## src/rtl/syscall_console.sv

```systemverilog
// Syscall request FIFO feeding a console byte stream; print_int is rendered by
// repeated subtraction of powers of ten, exit latches a terminal halted state.
module syscall_console #(
  parameter int FIFO_DEPTH = 4
) (
  input  logic        clock,
  input  logic        reset,
  input  logic        is_syscall_e,
  input  logic [31:0] syscall_funct_e,
  input  logic [31:0] syscall_param_1_e,
  output logic        syscall_full,
  output logic        char_valid,
  output logic [7:0]  char_data,
  input  logic        char_ready,
  output logic        pending,
  output logic        halted
);

  localparam int AW = (FIFO_DEPTH > 1) ? $clog2(FIFO_DEPTH) : 1;
  localparam logic [AW:0] DEPTH_CNT = (AW+1)'(FIFO_DEPTH);

  typedef enum logic [2:0] {
    IDLE  = 3'd0,
    SIGN  = 3'd1,
    DIGIT = 3'd2,
    EMIT  = 3'd3,
    HALT  = 3'd4
  } state_t;

  function automatic logic [31:0] pow10(input logic [3:0] idx);
    case (idx)
      4'd0:    pow10 = 32'd1;
      4'd1:    pow10 = 32'd10;
      4'd2:    pow10 = 32'd100;
      4'd3:    pow10 = 32'd1000;
      4'd4:    pow10 = 32'd10000;
      4'd5:    pow10 = 32'd100000;
      4'd6:    pow10 = 32'd1000000;
      4'd7:    pow10 = 32'd10000000;
      4'd8:    pow10 = 32'd100000000;
      4'd9:    pow10 = 32'h3B9A_CA00;
      default: pow10 = 32'd1;
    endcase
  endfunction

  state_t      state_r, state_n;
  logic [31:0] funct_mem_r [FIFO_DEPTH];
  logic [31:0] param_mem_r [FIFO_DEPTH];
  logic [AW-1:0] wr_ptr_r, rd_ptr_r;
  logic [AW:0] count_r, count_n;
  logic [31:0] mag_r, mag_n, pow_s, head_funct_s, head_param_s;
  logic [3:0]  idx_r, idx_n, digit_r, digit_n;
  logic        started_r, started_n, is_int_r, is_int_n;
  logic [7:0]  char_data_r, char_data_n;
  logic        char_valid_r, char_valid_n, full_r, full_n;
  logic        pending_r, pending_n, halted_r, halted_n;
  logic        push_s, pop_s;

  assign push_s       = is_syscall_e && !full_r && !halted_r;
  assign head_funct_s = funct_mem_r[rd_ptr_r];
  assign head_param_s = param_mem_r[rd_ptr_r];
  assign pow_s        = pow10(idx_r);

  // Request storage; contents need no reset because the count gates every read.
  always_ff @(posedge clock) begin
    if (push_s) begin
      funct_mem_r[wr_ptr_r] <= syscall_funct_e;
      param_mem_r[wr_ptr_r] <= syscall_param_1_e;
    end
  end

  // State, conversion datapath, FIFO bookkeeping and registered outputs.
  always_ff @(posedge clock) begin
    if (reset) begin
      state_r      <= IDLE;
      wr_ptr_r     <= {AW{1'b0}};
      rd_ptr_r     <= {AW{1'b0}};
      count_r      <= {(AW+1){1'b0}};
      mag_r        <= 32'd0;
      idx_r        <= 4'd0;
      digit_r      <= 4'd0;
      started_r    <= 1'b0;
      is_int_r     <= 1'b0;
      char_data_r  <= 8'd0;
      char_valid_r <= 1'b0;
      full_r       <= 1'b0;
      pending_r    <= 1'b0;
      halted_r     <= 1'b0;
    end else begin
      state_r      <= state_n;
      wr_ptr_r     <= push_s ? wr_ptr_r + AW'(1) : wr_ptr_r;
      rd_ptr_r     <= pop_s ? rd_ptr_r + AW'(1) : rd_ptr_r;
      count_r      <= count_n;
      mag_r        <= mag_n;
      idx_r        <= idx_n;
      digit_r      <= digit_n;
      started_r    <= started_n;
      is_int_r     <= is_int_n;
      char_data_r  <= char_data_n;
      char_valid_r <= char_valid_n;
      full_r       <= full_n;
      pending_r    <= pending_n;
      halted_r     <= halted_n;
    end
  end

  // Next-state and conversion datapath.
  always_comb begin
    state_n     = state_r;
    mag_n       = mag_r;
    idx_n       = idx_r;
    digit_n     = digit_r;
    started_n   = started_r;
    is_int_n    = is_int_r;
    char_data_n = char_data_r;
    pop_s       = 1'b0;
    case (state_r)
      IDLE: begin
        if (count_r != {(AW+1){1'b0}}) begin
          pop_s = 1'b1;
          if (head_funct_s == 32'd11) begin
            is_int_n    = 1'b0;
            char_data_n = head_param_s[7:0];
            state_n     = EMIT;
          end else if (head_funct_s == 32'd10) begin
            state_n = HALT;
          end else if (head_funct_s == 32'd1) begin
            // Two's-complement negate also maps -2^31 onto 0x80000000.
            is_int_n  = 1'b1;
            mag_n     = head_param_s[31] ? (32'd0 - head_param_s) : head_param_s;
            idx_n     = 4'd9;
            digit_n   = 4'd0;
            started_n = 1'b0;
            if (head_param_s[31]) begin
              char_data_n = 8'h2D;
              state_n     = SIGN;
            end else begin
              state_n = DIGIT;
            end
          end else begin
            state_n = IDLE;
          end
        end else begin
          state_n = IDLE;
        end
      end
      SIGN: begin
        if (char_ready) begin
          state_n = DIGIT;
        end else begin
          state_n = SIGN;
        end
      end
      DIGIT: begin
        if (mag_r >= pow_s) begin
          mag_n   = mag_r - pow_s;
          digit_n = digit_r + 4'd1;
        end else if (digit_r != 4'd0 || started_r || idx_r == 4'd0) begin
          char_data_n = 8'h30 + {4'd0, digit_r};
          started_n   = 1'b1;
          state_n     = EMIT;
        end else begin
          idx_n = idx_r - 4'd1;
        end
      end
      EMIT: begin
        if (char_ready) begin
          if (is_int_r && idx_r != 4'd0) begin
            idx_n   = idx_r - 4'd1;
            digit_n = 4'd0;
            state_n = DIGIT;
          end else begin
            state_n = IDLE;
          end
        end else begin
          state_n = EMIT;
        end
      end
      HALT: begin
        state_n = HALT;
      end
      default: begin
        state_n = IDLE;
      end
    endcase
  end

  // Occupancy; HALT flushes whatever is still buffered.
  always_comb begin
    if (state_r == HALT) begin
      count_n = {(AW+1){1'b0}};
    end else if (push_s && !pop_s) begin
      count_n = count_r + (AW+1)'(1);
    end else if (!push_s && pop_s) begin
      count_n = count_r - (AW+1)'(1);
    end else begin
      count_n = count_r;
    end
  end

  // Output values for the next cycle, decoded from next state and occupancy.
  always_comb begin
    char_valid_n = (state_n == SIGN) || (state_n == EMIT);
    halted_n     = (state_n == HALT);
    full_n       = (count_n == DEPTH_CNT) && (state_n != HALT);
    pending_n    = (state_n != HALT) &&
                   ((count_n != {(AW+1){1'b0}}) || (state_n != IDLE));
  end

  assign char_valid   = char_valid_r;
  assign char_data    = char_data_r;
  assign syscall_full = full_r;
  assign pending      = pending_r;
  assign halted       = halted_r;

endmodule

```

## config.mk

```make
export PLATFORM = sky130hd
export DESIGN_NAME = syscall_console
export DESIGN_NICKNAME = d
export VERILOG_FILES = /design/src/rtl/syscall_console.sv
export SDC_FILE = /design/constraint.sdc
export NUM_CORES = 1
export LEC_CHECK = 0
export ABC_CLOCK_PERIOD_IN_PS = 5250
export BUFFER_PORTS_ARGS = -buffer_cell sky130_fd_sc_hd__buf_2
export CORE_ASPECT_RATIO = 0.75
export CORE_UTILIZATION = 41
export CTS_CLUSTER_DIAMETER = 40
export DETAILED_ROUTE_END_ITERATION = 10
export MAX_ROUTING_LAYER = met4
export PLACE_DENSITY = 0.54
export SKIP_CTS_REPAIR_TIMING = 1
export SYNTH_ARGS = -nofsm -noshare
export SYNTH_HDL_FRONTEND = slang
export SYNTH_SLANG_ARGS = --single-unit
```

## constraint.sdc

```tcl
create_clock -name clock -period 5.25 [get_ports clock]
set_input_delay 1.05 -clock clock [delete_from_list [all_inputs] [get_ports clock]]
set_output_delay 1.05 -clock clock [all_outputs]
set_load 0.02 [all_outputs]
```

---- Word-level counts from Yosys, hierarchy flattened ----
Memories as Yosys holds them, arrays and structs flattened. A register that Yosys moved wholly into a read port is not among the register bits.
Index checks and enable logic that the tools add are counted.
storage, ports and cells
  memories kept ........................... 3
  word-level logic and storage cells ...... 150
  input port bits ......................... 68
  memory bits (read-only) ................. 480
  bits in registers ....................... 64
  bits in writable memories ............... 256
  output and inout port bits .............. 12
memories
  memory           words  bits a word  read ports  clocked after Yosys merged registers in  wr ports  RTL line  source
  (no name shown)  16     30           1           1                                        0         31        case (idx)
  funct_mem_r      4      32           1           1                                        1         47        logic [31:0] funct_mem_r [FIFO_DEPTH];
  param_mem_r      4      32           1           1                                        1         48        logic [31:0] param_mem_r [FIFO_DEPTH];
operators by class
  muxes and demuxes ....................... 66
  magnitude comparators ................... 1
  $add $sub $neg .......................... 9
  equality and inequality tests ........... 26
  reduce and logical (&&, ||, !) cells .... 31
operator list
  operator                                                              count
  32-bit 2-to-1 mux                                                     6
  4-bit 2-to-1 mux                                                      17
  32-bit by 4-bit == test with 1-bit output (second input constant)     2
  32-bit case mux with 2 select lines                                   1
  8-bit 2-to-1 mux                                                      7
  32-bit by 1-bit == test with 1-bit output (second input constant)     1
  32-bit >= comparator                                                  1
  1-bit by 32-bit subtractor with 32-bit output (first input constant)  1
  32-bit subtractor                                                     1
  3-bit 2-to-1 mux                                                      10
  4-bit case mux with 3 select lines                                    2
  2-bit != test (second input constant)                                 11
  8-bit case mux with 2 select lines                                    1
  3-bit case mux with 5 select lines                                    1
  2-bit 2-to-1 mux                                                      7
  7-bit AND reduction                                                   2
  1-bit 2-to-1 mux                                                      13
  3-bit != test (second input constant)                                 4
  3-bit nonzero test                                                    4
  3-bit by 2-bit == test with 1-bit output (second input constant)      3
  3-bit == test (second input constant)                                 3
  9-bit AND reduction                                                   1
  8-bit AND reduction                                                   1
  4-bit nonzero test                                                    2
  other kinds (16)                                                      31

---- Logic depth before layout (Yosys ltp) ----
  depth in word-level cells ............... 11
  mapped depth ............................ 16
  depth with buffers taken out ............ 16

---- Worst setup path before layout ----
Ideal clock, no wire load.
  path type ............................... in2reg
  start ................................... input port is_syscall_e
  end ..................................... memory funct_mem_r[0][0] (enable)
  path buffers ............................ 1
  setup slack ............................. 1.494 ns
  cell stages on the path ................. 3
  data required time ...................... 4.821 ns
  arrival time ............................ 3.328 ns
  library setup time ...................... 0.429 ns
  path through ............................ nor3b_1 > clkbuf_1 > and2_1
between the ends
  cells in the longest elaborated chain, start to end .. 4
ends and longest elaborated chain
  what                                    RTL line  source
  start, declared                         8         input logic is_syscall_e,
  1-bit logical AND (2 in a row)          59        assign push_s = is_syscall_e && !full_r && !halted_r;
  1-bit 2-to-1 mux                        66        if (push_s) begin
  1-bit 2-to-1 mux (implied by the code)  67        funct_mem_r[wr_ptr_r] <= syscall_funct_e;
  end, declared                           47
Every way passes these cells.

---- Worst setup path in the final report ----
  start ................................... register, netlist name pow_s[23]
  end ..................................... register, netlist name pow_s[26]
between the ends
  cells in the longest elaborated chain, start to end .. 5
ends and longest elaborated chain
  what                                            RTL line  source
  32-bit >= comparator                            155       if (mag_r >= pow_s) begin
  2-bit != test (no source line)                  --
  9-bit AND reduction (no source line)            --
  4-bit 2-to-1 mux (no source line) (2 in a row)  --
Every way passes these cells.
A chain may end at the register's enable or synchronous reset.

==> results by group <==
Floorplan
  – Horiz. Die Dim: roughly 230 microns
  – Die ar.: 38300 sq um
  – Core area: 37000 sq um
  – Die Height: 170 microns
  – Starting density of the core: 41.6%
  – Ports: 80
  – # rows: roughly 60

Route
  – Mean routed wirelength per cell: 19.6 microns
  – Final WL: 35.5 mm
  – DRC: 0
  – Starting DRT DRC Count: 821
  – Vias post-DR: 9759
  – First-pass iteration count of the detailed router: 8
  – Via density: 5.38
  – Post-DRT Antenna Nets: 0

Worst setup path
  – Crit path DAT: 4.52 ns
  – CP Class: flip-flop to flip-flop
  – Critical path capture point type: flip-flop
  – FF-to-FF Start: pow_s[23]
  – Worst Setup Start Kind: flip-flop
  – Reg2reg end: pow_s[26]
  – Critical path fanouts, max: 10
  – Worst R2R Setup Slack: 1.14 ns
  – Worst reg-to-reg path cell count: 15
  – CP Data Required Time: 5.66 ns

Place
  – GP Congestion: 0.878
  – Cells after DPL: approximately 1700
  – IO buf count: 79
  – Area after DPL: 16300 sq um
  – Place WS: 1.29 ns
  – Post-DP HPWL: 24.2 mm

Timing
  – Slew @ Worst Pin: around 1.1 ns
  – Max Clk Rate: 243 MHz
  – Crit path time final: 4.11 ns
  – Remaining max-slew budget at the tightest pin: 28.1%
  – Clock Skews: 0.0132 ns
  – Setup slack after layout: 1.14 ns
  – Final Cycle Share: between 70% and 80%
  – Final Setup Violations: 0
  – Post-Route Setup TNS: 0 ns
  – RSZ-0062 raised after global routing: no
  – Hold Vio Cnt, Final: 0
  – Pins Over Slew Limit: 0
  – Hold slack: 0.458 ns

Clock network
  – Clock buffer depth: 3
  – CTS Buf Count: 43
  – H-tree levels: 2
  – Worst-path clk slew: around 0.060 ns
  – Clock root buffer: clkbuf_16
  – CTS tree: yes
  – Clk_lat worst skew: 0.54 ns
  – CTS Sinks: 345

Synthesis
  – Mux share of post-synthesis cell area: 5.98%
  – Cell taking the most area after synthesis: edfxtp_1
  – Syn Inst Count: 1182
  – Synthesized net count: 1298
  – Most used DFF post-synth: edfxtp_1
  – Synth Area in XOR/XNOR: 3.24%
  – Synthesis Warnings: 0
  – Synth Area per Inst: 13.0 sq um
  – Post-synth EDFFs: 256
  – Flops & latches, synth: 345
  – Compound-Gate Fraction of Synth Area: 11.2%
  – Cell with the most instances after synthesis: edfxtp_1
  – Synth Area in Simple Gates: about 11%
  – Post-synthesis sequential area ratio: around 60%
  – Post-synth top cells: 256 x edfxtp_1, 103 x nor2_1, 89 x dfxtp_1
  – Ranking of synthesized cells by area: edfxtp_1 50%, dfxtp_1 12%, mux4_2 5.1%, ha_1 3.8%, nor2_1 2.5%
  – Ys async rst share: 0%
  – Post-Synth Adder-Cell Area: 3.95%
  – Synth top area share: 49.9%
  – Largest family of logic cells by synthesized area: simple AND/OR/NAND/NOR gates
  – Synth unique cells: between 80 and 90
  – Synthesized area: about 15000 sq um

Power
  – Power Dens Cells: 447 nW/um^2
  – Total power: between 7 and 8 mW
  – Leakage: 6.30 nW
  – Max VDD drop: 375 uV

Job
  – Max-cap violation count: 0

Finish
  – Post-route design area: about 18000 sq um
  – Fin cells: about 1800
  – P&R area growth vs syn: 15.3%
  – Final Core Density: 47.9%
  – Share of layout cells above drive strength 1: between 10% and 20%
  – Nets: 1389
  – Layout fillers: 3250

Global route
  – First-pass GRT wire length: 55.1 mm
  – Grt ovf: 0
  – Initial antenna violation count: 2
  – GRT Total Usage: 19.5%
  – Pin count of the biggest net entering global routing: 65
  – Vias in the first global route: 9664

Run status
  – Outcome: finished clean

Worst hold path
  – Hold_sp: mag_r[10]
  – Hold path depth: 2
  – Worst Hold End: mag_r[10]
  – Hold WC Path Type: flip-flop to flip-flop
[worst max-delay path, stage by stage (launching register included)]
cell and delay, ns:
dfxtp_1 0.32, inv_1 0.09, ha_1 0.42, nand4_1 0.15
nor4_1 0.48, nand2_1 0.19, a211oi_1 0.53, o31ai_1 0.16
o21ai_0 0.17, mux2i_1 0.44, nor2_1 0.07, buf_4 0.21
inv_1 0.11, ha_1 0.19, inv_1 0.11, nor2_1 0.32
[cell usage in the layout, fill, tap and decap left out, types with 5 or more instances in the layout]
cell	count
mux2i_1	11
a31oi_1	10
buf_2	79
o21a_1	8
buf_4	14
nor4_1	25
nor3_1	33
o211ai_1	13
or4_1	5
nand4_1	15
clkbuf_16	43
or3_1	9
a211oi_1	25
nor3b_1	7
nand3_1	14
xnor2_1	36
a21oi_1	76
nor2b_1	9
a21o_1	14
and3_1	8
and2_1	12
o21bai_1	5
nor2_1	102
edfxtp_1	256
mux4_2	35
clkbuf_1	9
clkinv_1	5
o21ai_1	5
xor2_1	21
dfxtp_1	87
nand2_1	61
inv_1	53
nand2b_1	8
ha_1	47
o31ai_1	9
o21ai_0	27
[registers in the layout, indices dropped and copies added (netlist names), named ones only]
signal,cells
rd_ptr_r,2
funct_mem_r,128
digit_r,4
halted,1
pending,1
started_r,1
idx_r,4
count_r,3
pow_s,23
is_int_r,1
wr_ptr_r,2
state_r,3
char_valid,1
syscall_full,1
char_data,8
param_mem_r,128
mag_r,32
[final cells by class]
type	count	area [sq um]	area share [%]
Inverter	54	203	1.14
Clock inverter	25	288	1.62
Antenna cell	3	7.51	0.0423
Sequential cell	345	9470	53.4
Timing Repair Buffer	93	500	2.82
Tap cell	504	631	3.55
Multi-Input combinational cell	736	5520	31.1
Clock buffer	53	1120	6.33
[report_power, final]
group          switching [mW]  internal [mW]  total, mW
Sequential              0.115           3.21       3.33
Clock                    1.16           1.75       2.91
Combinational            1.02          0.682       1.70
[layer usage]
layer | vias up | track usage (%) | wire, microns
met2 | 237 | 27.5 | 15000
met1 | 4767 | 28.9 | 18000
met5 | - | - | 0
li1 | 4702 | - | -
met4 | 0 | 5.06 | 625
met3 | 53 | 3.45 | 1910
[worst max path at each step]
stage                       from                 to  slack, ns  cells past startpoint
floorplan           is_syscall_e  funct_mem_r[0][0]       1.49                      3
global placement       pow_s[23]          pow_s[26]       1.32                     15
detailed placement     flip-flop          mag_r[25]       1.29                     10
CTS                    flip-flop          mag_r[25]       1.24                     10
global route           pow_s[28]          pow_s[26]       0.85                     15
finish                 pow_s[23]          pow_s[26]       1.14                     15
[logic make-up after synthesis]
group	Yosys count
multiplexers	48
AND/OR/NAND/NOR	334
AO/OA/AOI/OAI	249
buffers and inverters	101
flip-flops	345
adder cells (fa/ha/maj)	48
XOR/XNOR	57
(Power assumes the default switching activity.)
